## config.mk

```make
export PLATFORM = sky130hd
export DESIGN_NAME = pe_col_drain_flat
export DESIGN_NICKNAME = d
export VERILOG_FILES = /design/src/rtl/pe_pkg.sv /design/src/rtl/pe_col_drain_if.sv /design/src/rtl/pe_drain_fifo.sv /design/src/rtl/pe_col_drain.sv /design/src/flat_wrapper.sv
export SDC_FILE = /design/constraint.sdc
export NUM_CORES = 1
export LEC_CHECK = 0
export ABC_AREA = 1
export BUFFER_PORTS_ARGS = -buffer_cell sky130_fd_sc_hd__buf_2
export CAP_MARGIN = 10
export CORE_ASPECT_RATIO = 0.7
export CORE_MARGIN = 2
export CORE_UTILIZATION = 46
export CTS_CLUSTER_DIAMETER = 60
export CTS_CLUSTER_SIZE = 12
export DETAILED_ROUTE_END_ITERATION = 8
export GPL_TIMING_DRIVEN = 0
export SKIP_LAST_GASP = 1
export SYNTH_ARGS = -nofsm -noshare
export SYNTH_HDL_FRONTEND = slang
export SYNTH_SLANG_ARGS = --single-unit
```

## constraint.sdc

```tcl
create_clock -name clk -period 9.9 [get_ports clk]
set_clock_uncertainty 0.1 [all_clocks]
set_input_delay 1.98 -clock clk [delete_from_list [all_inputs] [get_ports clk]]
set_output_delay 1.98 -clock clk [all_outputs]
set_load 0.005 [all_outputs]
```

## src/rtl/pe_pkg.sv

```systemverilog
// Shared definitions for PE-array endpoints: drain FSM states and the
// accumulator-to-fixed-point saturate/truncate conversion.
package pe_pkg;

    typedef enum logic [2:0] {
        ST_IDLE,
        ST_WAIT,
        ST_CAPT,
        ST_DRAIN,
        ST_DONE
    } drain_state_e;

    // Accumulator carries 2*fra_bw fraction bits; the result keeps fra_bw.
    // Callers size-cast the 64-bit result down to their output word width.
    function automatic logic signed [63:0] sat_trunc(
        input  logic signed [63:0] acc,
        input  int                 int_bw,
        input  int                 fra_bw,
        output logic               saturated
    );
        logic signed [63:0] hi;
        logic signed [63:0] lo;
        logic signed [63:0] res;
        int                 s;
        s         = int_bw + 2 * fra_bw;
        hi        = (64'sd1 <<< s) - 64'sd1;
        lo        = -(64'sd1 <<< s);
        saturated = 1'b0;
        if (acc > hi) begin
            res       = (64'sd1 <<< (int_bw + fra_bw)) - 64'sd1;
            saturated = 1'b1;
        end else if (acc < lo) begin
            res       = -(64'sd1 <<< (int_bw + fra_bw));
            saturated = 1'b1;
        end else begin
            res = acc >>> fra_bw;
        end
        return res;
    endfunction

endpackage

```

## src/rtl/pe_col_drain_if.sv

```systemverilog
// Downstream result stream of the column drain: FWFT data with valid/ready.
interface pe_col_drain_if #(
    parameter int MUL_BW = 16
);
    logic signed [MUL_BW-1:0] dout;
    logic                     dout_valid;
    logic                     dout_ready;

    modport master (output dout, output dout_valid, input dout_ready);
    modport slave  (input dout, input dout_valid, output dout_ready);
endinterface

```

## src/rtl/pe_drain_fifo.sv

```systemverilog
// Synchronous first-word-fall-through FIFO; a push into a full FIFO only
// succeeds when a pop frees a slot on the same edge.
module pe_drain_fifo #(
    parameter int W     = 16,
    parameter int DEPTH = 8
) (
    input  logic         clk,
    input  logic         rst,
    input  logic         push,
    input  logic [W-1:0] din,
    input  logic         pop,
    output logic [W-1:0] dout,
    output logic         full,
    output logic         empty
);
    localparam int AW = $clog2(DEPTH);

    logic [W-1:0]  mem_q [DEPTH];
    logic [W-1:0]  mem_d [DEPTH];
    logic [AW-1:0] wr_ptr_q, wr_ptr_d;
    logic [AW-1:0] rd_ptr_q, rd_ptr_d;
    logic [AW:0]   count_q, count_d;
    logic          push_en;
    logic          pop_en;

    assign empty   = (count_q == '0);
    assign full    = (count_q == (AW + 1)'(DEPTH));
    assign pop_en  = pop && !empty;
    assign push_en = push && (!full || pop_en);
    assign dout    = empty ? '0 : mem_q[rd_ptr_q];

    always_comb begin
        mem_d    = mem_q;
        wr_ptr_d = wr_ptr_q;
        rd_ptr_d = rd_ptr_q;
        count_d  = count_q;
        if (push_en) begin
            mem_d[wr_ptr_q] = din;
            wr_ptr_d        = wr_ptr_q + AW'(1);
        end
        if (pop_en) begin
            rd_ptr_d = rd_ptr_q + AW'(1);
        end
        case ({push_en, pop_en})
            2'b10:   count_d = count_q + (AW + 1)'(1);
            2'b01:   count_d = count_q - (AW + 1)'(1);
            default: count_d = count_q;
        endcase
    end

    always_ff @(posedge clk or posedge rst) begin
        if (rst) begin
            mem_q    <= '{default: '0};
            wr_ptr_q <= '0;
            rd_ptr_q <= '0;
            count_q  <= '0;
        end else begin
            mem_q    <= mem_d;
            wr_ptr_q <= wr_ptr_d;
            rd_ptr_q <= rd_ptr_d;
            count_q  <= count_d;
        end
    end

endmodule

```

## src/rtl/pe_col_drain.sv

```systemverilog
// Captures a programmed window of one PE column's accumulator stream,
// converts each value to fixed point and queues it for downstream.
module pe_col_drain
    import pe_pkg::*;
#(
    parameter int INT_BW = 5,
    parameter int FRA_BW = 5,
    parameter int MUL_BW = 16,
    parameter int ACC_BW = 32,
    parameter int DEPTH  = 8,
    parameter int LAT_BW = 8,
    parameter int CNT_BW = 8
) (
    input  logic                     clk,
    input  logic                     rst,
    input  logic                     start,
    input  logic [LAT_BW-1:0]        lat,
    input  logic [CNT_BW-1:0]        len,
    input  logic signed [ACC_BW-1:0] o_i,
    pe_col_drain_if.master           dout_if,
    output logic                     busy,
    output logic                     done,
    output logic                     sat,
    output logic                     ovf
);
    drain_state_e      state_q, state_d;
    logic [LAT_BW-1:0] lat_cnt_q, lat_cnt_d;
    logic [CNT_BW-1:0] cap_cnt_q, cap_cnt_d;
    logic              sat_q, sat_d;
    logic              ovf_q, ovf_d;
    logic              push;
    logic              pop;
    logic              fifo_full;
    logic              fifo_empty;
    logic              conv_sat;
    logic [MUL_BW-1:0] fifo_din;
    logic [MUL_BW-1:0] fifo_dout;

    always_comb begin
        conv_sat = 1'b0;
        fifo_din = MUL_BW'(sat_trunc(64'(o_i), INT_BW, FRA_BW, conv_sat));
    end

    assign pop                = dout_if.dout_valid && dout_if.dout_ready;
    assign dout_if.dout_valid = !fifo_empty;
    assign dout_if.dout       = fifo_dout;
    assign sat                = sat_q;
    assign ovf                = ovf_q;

    always_ff @(posedge clk or posedge rst) begin
        if (rst) begin
            state_q   <= ST_IDLE;
            lat_cnt_q <= '0;
            cap_cnt_q <= '0;
            sat_q     <= 1'b0;
            ovf_q     <= 1'b0;
        end else begin
            state_q   <= state_d;
            lat_cnt_q <= lat_cnt_d;
            cap_cnt_q <= cap_cnt_d;
            sat_q     <= sat_d;
            ovf_q     <= ovf_d;
        end
    end

    // WAIT leaves after lat edges so the first capture lands on edge k+1+lat.
    always_comb begin
        state_d   = state_q;
        lat_cnt_d = lat_cnt_q;
        cap_cnt_d = cap_cnt_q;
        sat_d     = sat_q;
        ovf_d     = ovf_q;
        case (state_q)
            ST_IDLE: begin
                if (start) begin
                    lat_cnt_d = lat;
                    cap_cnt_d = len;
                    sat_d     = 1'b0;
                    ovf_d     = 1'b0;
                    if (len == '0) begin
                        state_d = ST_DONE;
                    end else if (lat == '0) begin
                        state_d = ST_CAPT;
                    end else begin
                        state_d = ST_WAIT;
                    end
                end
            end
            ST_WAIT: begin
                lat_cnt_d = lat_cnt_q - LAT_BW'(1);
                if (lat_cnt_q == LAT_BW'(1)) begin
                    state_d = ST_CAPT;
                end
            end
            ST_CAPT: begin
                cap_cnt_d = cap_cnt_q - CNT_BW'(1);
                if (cap_cnt_q == CNT_BW'(1)) begin
                    state_d = ST_DRAIN;
                end
                if (conv_sat) begin
                    sat_d = 1'b1;
                end
                if (fifo_full && !pop) begin
                    ovf_d = 1'b1;
                end
            end
            ST_DRAIN: begin
                if (fifo_empty) begin
                    state_d = ST_DONE;
                end
            end
            ST_DONE: begin
                state_d = ST_IDLE;
            end
            default: begin
                state_d = ST_IDLE;
            end
        endcase
    end

    always_comb begin
        push = (state_q == ST_CAPT);
        busy = (state_q != ST_IDLE);
        done = (state_q == ST_DONE);
    end

    pe_drain_fifo #(
        .W    (MUL_BW),
        .DEPTH(DEPTH)
    ) u_fifo (
        .clk  (clk),
        .rst  (rst),
        .push (push),
        .din  (fifo_din),
        .pop  (pop),
        .dout (fifo_dout),
        .full (fifo_full),
        .empty(fifo_empty)
    );

endmodule

```

## src/flat_wrapper.sv

```systemverilog
// flat-port wrapper written by rule: the top's interface ports become plain ports
module pe_col_drain_flat import pe_pkg::*;
#(
    parameter int INT_BW = 5,
    parameter int FRA_BW = 5,
    parameter int MUL_BW = 16,
    parameter int ACC_BW = 32,
    parameter int DEPTH  = 8,
    parameter int LAT_BW = 8,
    parameter int CNT_BW = 8
)
  (clk, rst, start, lat, len, o_i, busy, done, sat, ovf, dout_if_dout, dout_if_dout_valid, dout_if_dout_ready);
  pe_col_drain_if #(.MUL_BW(MUL_BW)) dout_if_i ();
  input  logic clk;
  input  logic rst;
  input  logic start;
  input  logic [LAT_BW-1:0] lat;
  input  logic [CNT_BW-1:0] len;
  input  logic signed [ACC_BW-1:0] o_i;
  output logic busy;
  output logic done;
  output logic sat;
  output logic ovf;
  output wire logic [$bits(dout_if_i.dout)-1:0] dout_if_dout;
  output wire logic [$bits(dout_if_i.dout_valid)-1:0] dout_if_dout_valid;
  input wire logic [$bits(dout_if_i.dout_ready)-1:0] dout_if_dout_ready;
  assign dout_if_dout = dout_if_i.dout;
  assign dout_if_dout_valid = dout_if_i.dout_valid;
  assign dout_if_i.dout_ready = dout_if_dout_ready;
  pe_col_drain #(.INT_BW(INT_BW), .FRA_BW(FRA_BW), .MUL_BW(MUL_BW), .ACC_BW(ACC_BW), .DEPTH(DEPTH), .LAT_BW(LAT_BW), .CNT_BW(CNT_BW)) u_core (.clk(clk), .rst(rst), .start(start), .lat(lat), .len(len), .o_i(o_i), .dout_if(dout_if_i), .busy(busy), .done(done), .sat(sat), .ovf(ovf));
endmodule
```

======== Word level (Yosys, flattened, before mapping) ========
Index checks and enable logic that the tools add are counted.
word-level totals
  logic and storage cells ................. 94
  output and inout port bits .............. 21
  register bits after elaboration ......... 159
  input port bits ......................... 52
cells by class
  bitwise logic cells ..................... 2
  magnitude comparators ................... 5
  reductions and logical operators ........ 22
  muxes and demuxes ....................... 28
  $add $sub $neg .......................... 6
  eq/ne operators ......................... 15
operators by type and width
  kind                    count
  $bwmux W128             1
  $mux W16                6
  $bmux W16 S3            1
  $demux W16 S3           1
  $gt A32 B16 Y1 const B  1
  $lt A32 B16 Y1 const B  1
  $pmux W8 S2             2
  $eq A8 B1 Y1 const B    2
  $logic_not A8 Y1        2
  $mux W8                 2
  $sub A8 B1 Y8 const B   2
  $mux W3                 5
  $pmux W3 S4             1
  $ne A2 B1 Y1 const B    5
  $ge A4 B4 Y1 const B    2
  $not A3 Y4              2
  $pmux W4 S2             1
  $add A3 B1 Y3 const B   2
  $eq A3 B2 Y1 const B    2
  $reduce_and A3 Y1       2
  $reduce_bool A2 Y1      3
  $logic_and A1 B1 Y1     5
  $mux W1                 5
  $add A4 B1 Y4 const B   1
  other kinds (17)        21

======== Longest topological paths before layout ========
  depth after elaboration ................. 8
  depth in mapped cells ................... 15
  gate-level depth less buffers ........... 14

======== Hierarchy ========
From an unflattened synthesis, not the netlist that was laid out.
second synthesis, totals
  cell total of the unflattened synthesis .. 1031
  area total of the unflattened synthesis .. 8299.2 µm²
by module, submodules not included
  module         sequential area each (µm²)  cells each  area an instance (µm²)  instances
  pe_drain_fifo  3453.3                      765         6660.1                  1
  pe_col_drain   525.5                       266         1639.1                  1

======== Least setup slack after synthesis ========
OpenSTA, ideal clock, no wires.
  kind .................................... input-to-reg
  from .................................... in dout_if_dout_ready
  to ...................................... reg u_core.u_fifo.count_q[3]
  setup time .............................. 0.126 ns
  slack ................................... 6.180 ns
  stages on the path ...................... 14
  arrival time ............................ 3.494 ns
  required time ........................... 9.674 ns
  buffers on the path ..................... 1
  cells stage by stage .................... nor2_1 nand3_1 nand2_1 buf_6 ha_1 ha_1 nand2_1 inv_1 o21ai_0 nand2_1 nand2_1 nand2_1 nand2_1 o21ai_0
between the ends
  longest elaborated chain between the ends .. 6
  elaborated cells between the ends (all ways) .. 8
  classes of those cells .................. eq/ne: 2; mux: 1; reduce/logical: 5
RTL lines
  item                                               line                 RTL
  from (decl)                                        flat_wrapper.sv:26   input wire logic [$bits(dout_if_i.dout_ready)-1:0] dout_if_dout_ready;
  $logic_and A1 B1 Y1 (*)                            pe_col_drain.sv:44   assign pop = dout_if.dout_valid && dout_if.dout_ready;
  $logic_and A1 B1 Y1 (*)                            pe_drain_fifo.sv:28  assign pop_en = pop && !empty;
  $logic_or A1 B1 Y1                                 pe_drain_fifo.sv:29  assign push_en = push && (!full || pop_en);
  $logic_and A1 B1 Y1                                pe_drain_fifo.sv:29
  $eq A2 B1 Y1 or $eq A2 B2 Y1 (tied branches)       pe_drain_fifo.sv:44  case ({push_en, pop_en})
  $pmux W4 S2 or $reduce_bool A2 Y1 (tied branches)  --
  to (signal assigned)                               pe_drain_fifo.sv:61  count_q <= count_d;
  to (decl)                                          pe_drain_fifo.sv:22  logic [AW:0] count_q, count_d;
Every way passes the cells marked *; elsewhere a longest branch is shown, timed or not.
A chain may end at the register's enable or synchronous reset.

======== Final worst setup path ========
  from .................................... reg u_core.u_fifo.rd_ptr_q[1]
  to ...................................... out dout_if_dout[2]
between the ends
  longest elaborated chain between the ends .. 5
RTL lines
  item                                         line                 RTL
  from (decl)                                  pe_drain_fifo.sv:21  logic [AW-1:0] rd_ptr_q, rd_ptr_d;
  from (signal assigned)                       pe_drain_fifo.sv:60  rd_ptr_q <= rd_ptr_d;
  $not A3 Y4 (implied by the code)             pe_drain_fifo.sv:30  assign dout = empty ? '0 : mem_q[rd_ptr_q];
  $bmux W16 S3                                 pe_drain_fifo.sv:30
  $mux W16 (implied by the code) (2 in a row)  pe_drain_fifo.sv:30
  $mux W16                                     pe_drain_fifo.sv:30
  to (decl)                                    flat_wrapper.sv:24   output wire logic [$bits(dout_if_i.dout)-1:0] dout_if_dout;
No other way between the ends. The select of a mux whose other input is x is not followed.

==> flow_metrics.tcl <==
set metrics [dict create \
    clockBufferDepth 2 \
    io_buffer_count 66 \
    drt_iter0_markers 897 \
    first_pass_iters 5 \
    hold_depth 2 \
    hold_path.startpoint "u_core.u_fifo.mem_q[61]$_DFFE_PP0P_" \
    initial_core_util 0.471 \
    timing.reg2reg.setup_slack_ps 7380 \
    worst_slew_pin_slew_ps 709 \
    cts.sinks 159 \
    synth_compound_area_frac 0.114 \
    dominantRegCellSynth "dfrtp_1" \
    slew_headroom 0.525 \
    rows 40 \
    cts-resized-gates 0 \
    holdCritPathClass "flop to flop" \
    place.gp.congestion 0.851 \
    core_area_um2 17200 \
    fin_nets 1235 \
    yosysTopAreaCell "dfrtp_1" \
    path_max_fanout 10 \
    crit_type "flop to output pin" \
    syn_nets 1149 \
    yosys.area_share.adder 0.0164 \
    min_to "u_core.u_fifo.mem_q[61]$_DFFE_PP0P_" \
    ys_types 31 \
    htreeDepth 4 \
    synth-simple-area-share 0.299 \
    routed_wl_um 23400 \
    via_count 7381 \
    cts_tree "built" \
    post_cts_buffers 0 \
    required_ps 7820 \
    syn-cell-area_um2 8110 \
    yosys.area_share.xor_xnor 0.0108 \
    synthDominantCellAreaShare 0.491 \
    maxCapViolations 0 \
    dpl_cell_area_um2 8770 \
    synth_top_family_by_area "simple AND/OR/NAND/NOR gates" \
    drcViolationCount 0 \
    antenna_cells 0 \
    hold_violations 0 \
    grt_pass1_wl_um 37400 \
    muxShareOfSynthArea 0 \
    setup_viol_count_final 0 \
    grt_pass1_vias 6633 \
    syn_area_per_cell_um2 7.46 \
    dp_hpwl_um 16900 \
    total_power_mw 3.29 \
    peakVddDrop_mv 0.112 \
    ff2ff_path_depth 14 \
    rr_endpoint "u_core.u_fifo.count_q[3]$_DFFE_PP0P_" \
    dp_cells 1385 \
    area_growth_pct 15.7 \
    clock.fmax_ghz 0.208 \
    overflow 0 \
    die_h_um 115 \
    antenna_found_initial 0 \
    ys_top_cells_by_area "dfrtp_1 49%, nand2_1 16%, o21ai_0 8.2%" \
    antenna_left 0 \
    grt_max_degree 105 \
    p_leak_nw 4.91 \
    drive_above_1_share 0.112 \
    finalMaxSlewViolations 0 \
    cts_buffers 17 \
    fin_crit_sh 0.487 \
    rr_startpoint "u_core.u_fifo.count_q[1]$_DFFE_PP0P_" \
    cp-start-kind "flop" \
    synth-seq-cells 159 \
    cts_root_buf "clkbuf_16" \
    path_clk_slew_ps 60 \
    dieArea_um2 18700 \
    grt_util_all_layers 0.264 \
    p_per_area_nw_per_um2 350 \
    insertion_delay_ps 430 \
    synth_edf_count 0 \
    rsz0062_at_grt "no" \
    min_period_ps 4820 \
    layoutNonFillerInstCount 1417 \
    ys_warn_count 0 \
    wl_per_cell_um 16.5 \
    utilization 0.545 \
    syn_inst 1087 \
    synth_seq_area_share 0.491 \
    status "finished clean" \
    cts_hold_buf 0 \
    critPathArrivalTime_ps 2740 \
    vias_per_cell 5.21 \
    io_pins 73 \
    fin_area_um2 9380 \
    end_kind "output pin" \
    async_reset_ff_frac 1.00 \
    die_w_um 163 \
    tns_ps 0 \
]
where the power goes:
group          leakage, nW  internal, mW  switching, mW  total [mW]
Combinational         2.62         0.507          0.970        1.48
Clock                0.300         0.408          0.290       0.698
Sequential            2.00         0.942          0.171        1.11
area by class of cell:
| cell class | instances | area (um^2) |
|---|---|---|
| inverter | 87 | 334 |
| sequential | 159 | 3980 |
| buffer | 53 | 235 |
| timing repair buffer | 67 | 358 |
| multi-input combinational | 788 | 3570 |
| clock buffer | 18 | 439 |
| clock inverter | 14 | 179 |
| tap | 231 | 289 |
| fill | 1681 | 7830 |
cells by family after synthesis:
| logic type | after synthesis |
|---|---|
| AO/OA/AOI/OAI | 176 |
| XOR/XNOR | 10 |
| adder cells (fa/ha/maj) | 10 |
| buffers and inverters | 140 |
| flip-flops | 159 |
| AND/OR/NAND/NOR | 592 |
per-layer routing:
layer / vias up / part of all wire / global-route usage
li1: 3667 / - / -
met1: 3437 / 0.51 / 0.427
met2: 247 / 0.40 / 0.351
met3: 28 / 0.069 / 0.0501
met4: 2 / 0.014 / 0.0743
met5: - / 0.0039 / 0.0354
worst max-delay path: stages (launching register included):
cell	delay [ps]
dfrtp_1	400
clkbuf_1	410
clkbuf_1	450
o21ai_0	160
o21ai_0	430
o21ai_0	150
nor2_1	170
buf_2	140
registers in the layout (all words and copies together) (netlist names):
| register | cells |
|---|---|
| u_core.u_fifo.mem_q | 128 |
| u_core.cap_cnt_q | 8 |
| u_core.lat_cnt_q | 8 |
| u_core.u_fifo.count_q | 4 |
| u_core.state_q | 3 |
| u_core.u_fifo.rd_ptr_q | 3 |
| u_core.u_fifo.wr_ptr_q | 3 |
| u_core.ovf | 1 |
| u_core.sat | 1 |
Yosys cell counts, drive strengths merged (2+ instances only):
cell	number
nand2	342
dfrtp	159
nor2	133
o21ai	133
nand3	106
inv	84
clkbuf	35
a21oi	20
buf	18
o22ai	11
ha	9
o211ai	9
xor2	8
nor3	5
nand4	4
clkinv	3
xnor2	2
worst max path at each step:
| stage | end | start | cells past startpoint | slack [ps] |
|---|---|---|---|---|
| global placement | u_core.u_fifo.mem_q[119]$_DFFE_PP0P_ | rst | 2 | 1490 |
| global route | dout_if_dout[2] | u_core.u_fifo.rd_ptr_q[1]$_DFFE_PP0P_ | 7 | 4900 |
| finish | dout_if_dout[2] | u_core.u_fifo.rd_ptr_q[1]$_DFFE_PP0P_ | 7 | 5080 |
| floorplan | u_core.cap_cnt_q[0]$_DFFE_PP0P_ | rst | 1 | 3530 |
| detailed placement | dout_if_dout[9] | u_core.u_fifo.rd_ptr_q[0]$_DFFE_PP0P_ | 8 | 5600 |
| CTS | dout_if_dout[9] | u_core.u_fifo.rd_ptr_q[0]$_DFFE_PP0P_ | 8 | 5130 |
layout by cell type, fill, tap and decap left out, types with 3 or more instances in the layout:
cell type  synthesis  layout
a21oi_1           20      20
buf_2             14      80
dfrtp_1          159     159
inv_2              6       6
inv_1             78      77
nor2_2             3       3
nand4_1            3       3
inv_6              0       4
bufinv_16          0       3
nor2_1           128     128
o21ai_0          133     133
buf_4              3       3
nand3_1          106     106
nand2_1          342     342
o22ai_1           11      11
ha_1               9       9
xor2_1             8       8
clkbuf_1          35      35
clkinv_1           3       3
clkbuf_16          0      17
o211ai_1           9       9
stage by stage:
stage                     hold WS [ps]  setup WS [ps]
after floorplan                    337           3530
after global placement             351           1490
after detailed placement           353           5600
after CTS                          369           5130
after global routing               384           4900
final                              368           5080
Power figures use the tool's default switching activity.
